`config.mk`:
```
export PLATFORM = sky130hd
export DESIGN_NAME = vc_sync_ni
export DESIGN_NICKNAME = d
export VERILOG_FILES = /design/src/rtl/vc_sync_ni_pkg.sv /design/src/rtl/sync2.sv /design/src/rtl/vc_sync_ni.sv
export SDC_FILE = /design/constraint.sdc
export NUM_CORES = 1
export LEC_CHECK = 0
export BUFFER_PORTS_ARGS = -buffer_cell sky130_fd_sc_hd__buf_4
export CORE_MARGIN = 2
export CORE_UTILIZATION = 38
export CTS_BUF_LIST = sky130_fd_sc_hd__clkbuf_16
export CTS_CLUSTER_SIZE = 12
export DETAILED_ROUTE_END_ITERATION = 10
export PLACE_DENSITY = 0.65
export SLEW_MARGIN = 10
export SYNTH_ARGS = -nofsm -noshare
export SYNTH_HDL_FRONTEND = slang
export SYNTH_SLANG_ARGS = --single-unit
```
`constraint.sdc`:
```
create_clock -name clk -period 8.4 [get_ports clk]
set_input_delay 0.84 -clock clk [delete_from_list [all_inputs] [get_ports clk]]
set_output_delay 0.84 -clock clk [all_outputs]
set_load 0.03 [all_outputs]
```
`src/rtl/vc_sync_ni_pkg.sv`:
```
// Shared definitions for the 1-of-4 network interface: flit types, FSM states,
// and the rail encode/decode helpers used on both link directions.
package vc_sync_ni_pkg;

    localparam logic [2:0] FT_HEAD = 3'b001;
    localparam logic [2:0] FT_BODY = 3'b010;
    localparam logic [2:0] FT_TAIL = 3'b100;

    typedef enum logic [1:0] {T_IDLE, T_DATA, T_NULL} tx_state_t;
    typedef enum logic [1:0] {R_IDLE, R_ACK, R_WAIT} rx_state_t;

    // 2-bit binary value to a 4-rail chain with exactly one rail raised
    function automatic logic [3:0] bin2chain(input logic [1:0] k);
        return 4'b0001 << k;
    endfunction

    // Inverse of bin2chain; only meaningful for a one-hot chain
    function automatic logic [1:0] chain2bin(input logic [3:0] r);
        return {r[3] | r[2], r[3] | r[1]};
    endfunction

    function automatic logic grp_complete(input logic [3:0] r);
        return $onehot(r);
    endfunction

endpackage

```
`src/rtl/sync2.sv`:
```
// Two-flop synchronizer for a bundle of asynchronous inputs.
module sync2 #(
    parameter int W = 1
) (
    input  logic         clk,
    input  logic         rst_n,
    input  logic [W-1:0] d,
    output logic [W-1:0] q
);

    logic [W-1:0] s_p0;

    always_ff @(posedge clk or negedge rst_n) begin
        if (!rst_n) begin
            s_p0 <= '0;
            q    <= '0;
        end else begin
            s_p0 <= d;
            q    <= s_p0;
        end
    end

endmodule

```
`src/rtl/vc_sync_ni.sv`:
```
// Synchronous-to-1-of-4 network interface: credit-based VC injection onto a
// four-phase delay-insensitive link, and a one-entry ejection buffer.
module vc_sync_ni
    import vc_sync_ni_pkg::*;
#(
    parameter int DW     = 32,
    parameter int VCN    = 2,
    parameter int FT     = 3,
    parameter int CDEPTH = 4
) (
    input  logic                 clk,
    input  logic                 rst_n,
    input  logic                 tx_valid,
    output logic                 tx_ready,
    input  logic [DW-1:0]        tx_data,
    input  logic [VCN-1:0]       tx_vc,
    input  logic [FT-1:0]        tx_ft,
    output logic                 rx_valid,
    input  logic                 rx_ready,
    output logic [DW-1:0]        rx_data,
    output logic [VCN-1:0]       rx_vc,
    output logic [FT-1:0]        rx_ft,
    output logic [DW/2-1:0]      lo0,
    output logic [DW/2-1:0]      lo1,
    output logic [DW/2-1:0]      lo2,
    output logic [DW/2-1:0]      lo3,
    output logic [FT-1:0]        loft,
    output logic [VCN-1:0]       lovc,
    input  logic                 loa,
    input  logic [VCN-1:0]       lcr,
    input  logic [DW/2-1:0]      li0,
    input  logic [DW/2-1:0]      li1,
    input  logic [DW/2-1:0]      li2,
    input  logic [DW/2-1:0]      li3,
    input  logic [FT-1:0]        lift,
    input  logic [VCN-1:0]       livc,
    output logic                 lia,
    output logic [VCN-1:0]       lcro,
    output logic                 err
);

    localparam int SCN = DW / 2;
    localparam int CW  = $clog2(CDEPTH + 1);
    localparam int SW  = 1 + VCN + 4 * SCN + FT + VCN;
    localparam logic [CW-1:0] CMAX = CW'(CDEPTH);

    logic [SW-1:0]  async_in, sync_q;
    logic           loa_s;
    logic [VCN-1:0] lcr_s, livc_s;
    logic [SCN-1:0] li0_s, li1_s, li2_s, li3_s;
    logic [FT-1:0]  lift_s;

    assign async_in = {loa, lcr, li3, li2, li1, li0, lift, livc};

    sync2 #(.W(SW)) u_sync (
        .clk   (clk),
        .rst_n (rst_n),
        .d     (async_in),
        .q     (sync_q)
    );

    assign {loa_s, lcr_s, li3_s, li2_s, li1_s, li0_s, lift_s, livc_s} = sync_q;

    // ---------------- TX: inject port to 1-of-4 link ----------------
    tx_state_t                tx_st, tx_nx;
    logic                     tx_acc, tx_clr, tx_cr_ok;
    logic [SCN-1:0]           enc0, enc1, enc2, enc3;
    logic [VCN-1:0][CW-1:0]   cred;
    logic [VCN-1:0]           lcr_q, cr_edge, cr_take;

    always_comb begin
        tx_cr_ok = 1'b0;
        for (int v = 0; v < VCN; v++) begin
            if (tx_vc[v] && (cred[v] != '0)) tx_cr_ok = 1'b1;
        end
    end

    assign tx_ready = rst_n && (tx_st == T_IDLE) && $onehot(tx_vc) && tx_cr_ok;
    assign tx_acc   = tx_valid && tx_ready;

    always_comb begin
        enc0 = '0;
        enc1 = '0;
        enc2 = '0;
        enc3 = '0;
        for (int i = 0; i < SCN; i++) begin
            {enc3[i], enc2[i], enc1[i], enc0[i]} = bin2chain(tx_data[2*i +: 2]);
        end
    end

    always_ff @(posedge clk or negedge rst_n) begin
        if (!rst_n) tx_st <= T_IDLE;
        else        tx_st <= tx_nx;
    end

    always_comb begin
        tx_nx  = tx_st;
        tx_clr = 1'b0;
        case (tx_st)
            T_IDLE: if (tx_acc) tx_nx = T_DATA;
            T_DATA: if (loa_s) begin
                tx_clr = 1'b1;
                tx_nx  = T_NULL;
            end
            T_NULL: if (!loa_s) tx_nx = T_IDLE;
            default: tx_nx = T_IDLE;
        endcase
    end

    always_ff @(posedge clk or negedge rst_n) begin
        if (!rst_n) begin
            {lo3, lo2, lo1, lo0} <= '0;
            loft <= '0;
            lovc <= '0;
        end else if (tx_acc) begin
            {lo3, lo2, lo1, lo0} <= {enc3, enc2, enc1, enc0};
            loft <= tx_ft;
            lovc <= tx_vc;
        end else if (tx_clr) begin
            {lo3, lo2, lo1, lo0} <= '0;
            loft <= '0;
            lovc <= '0;
        end
    end

    // A returned credit and a spent credit on the same VC cancel out
    assign cr_edge = lcr_s ^ lcr_q;
    assign cr_take = {VCN{tx_acc}} & tx_vc;

    always_ff @(posedge clk or negedge rst_n) begin
        if (!rst_n) begin
            lcr_q <= '0;
            err   <= 1'b0;
            for (int v = 0; v < VCN; v++) cred[v] <= CMAX;
        end else begin
            lcr_q <= lcr_s;
            for (int v = 0; v < VCN; v++) begin
                if (cr_edge[v] && !cr_take[v]) begin
                    if (cred[v] == CMAX) err <= 1'b1;
                    else                 cred[v] <= cred[v] + CW'(1);
                end else if (!cr_edge[v] && cr_take[v]) begin
                    cred[v] <= cred[v] - CW'(1);
                end
            end
        end
    end

    // ---------------- RX: 1-of-4 link to eject port ----------------
    rx_state_t      rx_st, rx_nx;
    logic           rx_cap, rx_rel, rx_cmp, rx_zero, rx_grp_ok, buf_full;
    logic [3:0]     rx_grp;
    logic [DW-1:0]  rx_dec;

    always_comb begin
        rx_dec    = '0;
        rx_grp    = '0;
        rx_grp_ok = 1'b1;
        for (int i = 0; i < SCN; i++) begin
            rx_grp = {li3_s[i], li2_s[i], li1_s[i], li0_s[i]};
            if (!grp_complete(rx_grp)) rx_grp_ok = 1'b0;
            rx_dec[2*i +: 2] = chain2bin(rx_grp);
        end
    end

    assign rx_cmp  = rx_grp_ok && $onehot(lift_s) && $onehot(livc_s);
    assign rx_zero = ~|{li3_s, li2_s, li1_s, li0_s, lift_s, livc_s};

    always_ff @(posedge clk or negedge rst_n) begin
        if (!rst_n) rx_st <= R_IDLE;
        else        rx_st <= rx_nx;
    end

    always_comb begin
        rx_nx  = rx_st;
        rx_cap = 1'b0;
        rx_rel = 1'b0;
        case (rx_st)
            R_IDLE: if (!buf_full && rx_cmp) begin
                rx_cap = 1'b1;
                rx_nx  = R_ACK;
            end
            R_ACK: if (rx_zero) begin
                rx_rel = 1'b1;
                rx_nx  = R_WAIT;
            end
            R_WAIT: if (!buf_full) rx_nx = R_IDLE;
            default: rx_nx = R_IDLE;
        endcase
    end

    always_ff @(posedge clk or negedge rst_n) begin
        if (!rst_n) begin
            lia      <= 1'b0;
            buf_full <= 1'b0;
            lcro     <= '0;
        end else begin
            if (rx_cap)      lia <= 1'b1;
            else if (rx_rel) lia <= 1'b0;
            if (rx_cap) begin
                buf_full <= 1'b1;
            end else if (buf_full && rx_ready) begin
                buf_full <= 1'b0;
                lcro     <= lcro ^ rx_vc;
            end
        end
    end

    // Payload register carries no reset; rx_valid qualifies it
    always_ff @(posedge clk) begin
        if (rx_cap) begin
            rx_data <= rx_dec;
            rx_vc   <= livc_s;
            rx_ft   <= lift_s;
        end
    end

    assign rx_valid = buf_full;

endmodule

```
==> summary.txt <==
Outcome
  • Status: finished clean

Logic synthesis
  • Mapped Cells: 687
  • Yosys cell types: 53
  • Synth Flop Type: dfrtp_1
  • Syn Area/Cell: 14.28 um^2
  • Flops & latches, synth: 267
  • Dominant cell type by area after synthesis: dfrtp_1
  • Synth top area cells: dfrtp_1, edfxtp_1, ha_1
  • Asr flop ratio synth: 86.14%
  • Synth Warn #: 0
  • Synthesized Nets: 852
  • Area share of the largest cell type after synthesis: 58.17%
  • Post-synth EDFFs: 37
  • Syn Std Cell Area: 9808 um^2
  • Share of synthesized area occupied by flip-flops and latches: 70.03%

Power
  • Psw: 1.011 mW
  • Switching portion of total power: 29.18%
  • Clock Power Share: 34.9%
  • VDD IR max: 0.1834 mV
  • LEAKAGE: 6.240 nW
  • Combinational share of power: 20.1%
  • PD cells: 271.0 nW/um^2
  • P_int: 2.455 mW
  • Sequential share of power: 45.1%
  • Total Power: 3.466 mW

Critical path
  • WP data required: 8600 ps
  • Crit path max-delay family: simple AND/OR/NAND/NOR gates
  • Startpoint types: flop
  • Critical-path cell list: inv_1 > fa_1 > inv_1 > ha_1 > ha_1 > nor4_1 > nand4_1 > nor4_2 > buf_4
  • CP max stage cell: nor4_2
  • Worst setup path class: reg2reg
  • WP data arrival: 4140 ps
  • Worst Path Buf+Inv: 3
  • CP Max Fanout: 32
  • Critical Path Max Stage Delay: 980 ps
  • Critical Path End Type: flop

Timing
  • Setup Total Neg Slack: 0 ps
  • Worst Clk Skew: 11.20 ps
  • Fin crit share: 46.86%
  • Setup Viol. Count Final: 0
  • Actual slew at the worst max-slew pin: 1106 ps
  • Unrepaired setup endpoints after global routing: false
  • Final worst slack: 4464 ps
  • Final Hold Viols: 0
  • Achievable Freq: 254.1 MHz
  • Final min period: 3936 ps
  • Slew margin rel.: 25.64%
  • WHS: 321.4 ps
  • Final slew viol count: 0

Layout
  • Most frequent cells in the layout: dfrtp_1, buf_4, inv_1, nand2_1, edfxtp_1
  • Share of post-route cells with drive strength above 1: 31.03%
  • Final design utilization: 50.64%
  • Finished Cell Area: 12,790 um^2
  • Antenna diodes: 0
  • Area grow syn2layout: 30.40%
  • Layout Nets: 1,097
  • Final cell count without fillers: 1,284

GRT
  • Global route overflow: 0
  • First-pass GRT wire length: 35.85 mm
  • Largest net degree at the start of global routing: 105
  • GR Util All Layers: 17.34%
  • Vias in the first global route: 6,538
  • Antenna violations before repair: 0

Clock tree
  • Num CTS Buffers: 29
  • Clk_lat worst skew: 550 ps
  • Post-CTS Setup Bufs: 0
  • Clock root buffer master: clkbuf_16
  • Htree depth: 1
  • CTS Sinks: 267
  • Clock tree from TritonCTS: done
  • Hold Buf Count CTS: 0
  • Clk buf depth: 3
  • Clk pin slew, worst setup/hold paths: 60 ps
  • Post-CTS sizing: 0

Placed design
  • Hpwl dp: 16.62 mm
  • Dpl cell area: 11,870 um^2
  • Number of port buffers: 224
  • Placed Cells: 1,231
  • Dpl ws: 4481 ps
  • Gp weighted congestion: 0.8184

Routing
  • DR WL/cell: 17.84 um
  • Via count: 6,163
  • Length of the first detailed-routing pass in iterations: 4
  • Total wire length: 22.91 mm
  • Via density: 4.800
  • DRT iter0 DRCs: 349
  • Drt drc: 0
  • Antenna viol nets, final: 0

Floorplanning
  • I/O pins: 225
  • Starting density of the core: 38.84%
  • Num rows: 58
  • Die area: 27,110 um^2
  • Core ar.: 25,250 um^2
  • Die X: 164.7 um
  • Die H: 164.7 um

Flow run
  • Max-cap violations: 0

Min path
  • Min-delay worst type: in2async
==> cell families (layout without fill, tap and decap cells) <==
| family | after synthesis | after routing | synth area share, % |
|---|---|---|---|
| AOI/OAI and AO/OA | 98 | 98 | 8.292 |
| adders and majority gates | 52 | 52 | 8.088 |
| DFF | 267 | 267 | 70.03 |
| xor gates and xnor gates | 6 | 6 | 0.5358 |
| muxes | 1 | 1 | 0.1021 |
| buffers and inverters | 108 | 375 | 4.401 |
| and+or+nand+nor | 155 | 155 | 8.547 |
==> layout make-up <==
type	instances	area, um^2
fill	2196	12460
multi-input combinational	312	2516
tap	330	412.9
sequential	267	6869
timing repair buffer	229	1727
inverter	93	349.1
clock inverter	23	165.2
clock buffer	30	750.7
==> power by group through the flow <==
| stage | registers, mW | logic (mW) | clock network, mW |
|---|---|---|---|
| floorplan | 1.74 | 0.235 | 0 |
| global placement | 1.58 | 0.693 | 0 |
| detailed placement | 1.58 | 0.706 | 0 |
| CTS | 1.56 | 0.705 | 1.24 |
| global route | 1.58 | 0.760 | 1.30 |
| finish | 1.56 | 0.696 | 1.21 |
==> registers in the layout (all words and copies together) (netlist names), 3 cells and up <==
| register | count |
|---|---|
| rx_data | 32 |
| lo1 | 16 |
| rx_ft | 3 |
| lo3 | 16 |
| u_sync.s_p0 | 72 |
| lo0 | 16 |
| u_sync.q | 72 |
| cred | 6 |
| loft | 3 |
| lo2 | 16 |
==> per-layer routing <==
layer	vias to the layer above	global-route usage [%]	share of wire (%)
met5	-	0	0
met4	0	4.506	2.2
met3	33	6.630	11
met2	258	27.82	47
met1	3029	22.25	40
li1	2843	-	-
==> path summary, 6_finish.rpt <==
kind	start	end	slack [ps]	depth (start not counted)
worst max-delay path	u_sync.q[9]$_DFF_PN0_	rx_data[13]$_DFFE_PP_	4460	9
worst min-delay path	rst_n	lcro[0]$_DFFE_PN0P_	320	1
worst max register to register	u_sync.q[9]$_DFF_PN0_	rx_data[13]$_DFFE_PP_	4460	9
worst min register to register	u_sync.s_p0[22]$_DFF_PN0_	u_sync.q[22]$_DFF_PN0_	340	0
max in group asynchronous	rst_n	lo3[13]$_DFFE_PN0P_	6640	2
min in group clk	u_sync.s_p0[22]$_DFF_PN0_	u_sync.q[22]$_DFF_PN0_	340	0
==> cells in the mapped netlist, types with 2 or more instances <==
cell type	instances
a32o_1	16
edfxtp_1	37
nor3b_2	2
nor4bb_1	2
a31oi_1	2
nand4_1	9
ha_1	33
nor4_1	19
nand3_1	3
fa_1	19
o21ai_0	8
o2bb2ai_1	17
nor3_1	20
a22o_1	19
xor2_1	2
a21o_1	20
nor4b_1	6
nor2_1	21
inv_1	93
nand3b_1	2
or2_2	18
dfrtp_1	228
nor2b_1	2
nand2_1	43
a21oi_1	3
buf_2	12
xnor2_1	4
dfstp_2	2
Note: power is estimated with default switching activity, not from simulation.
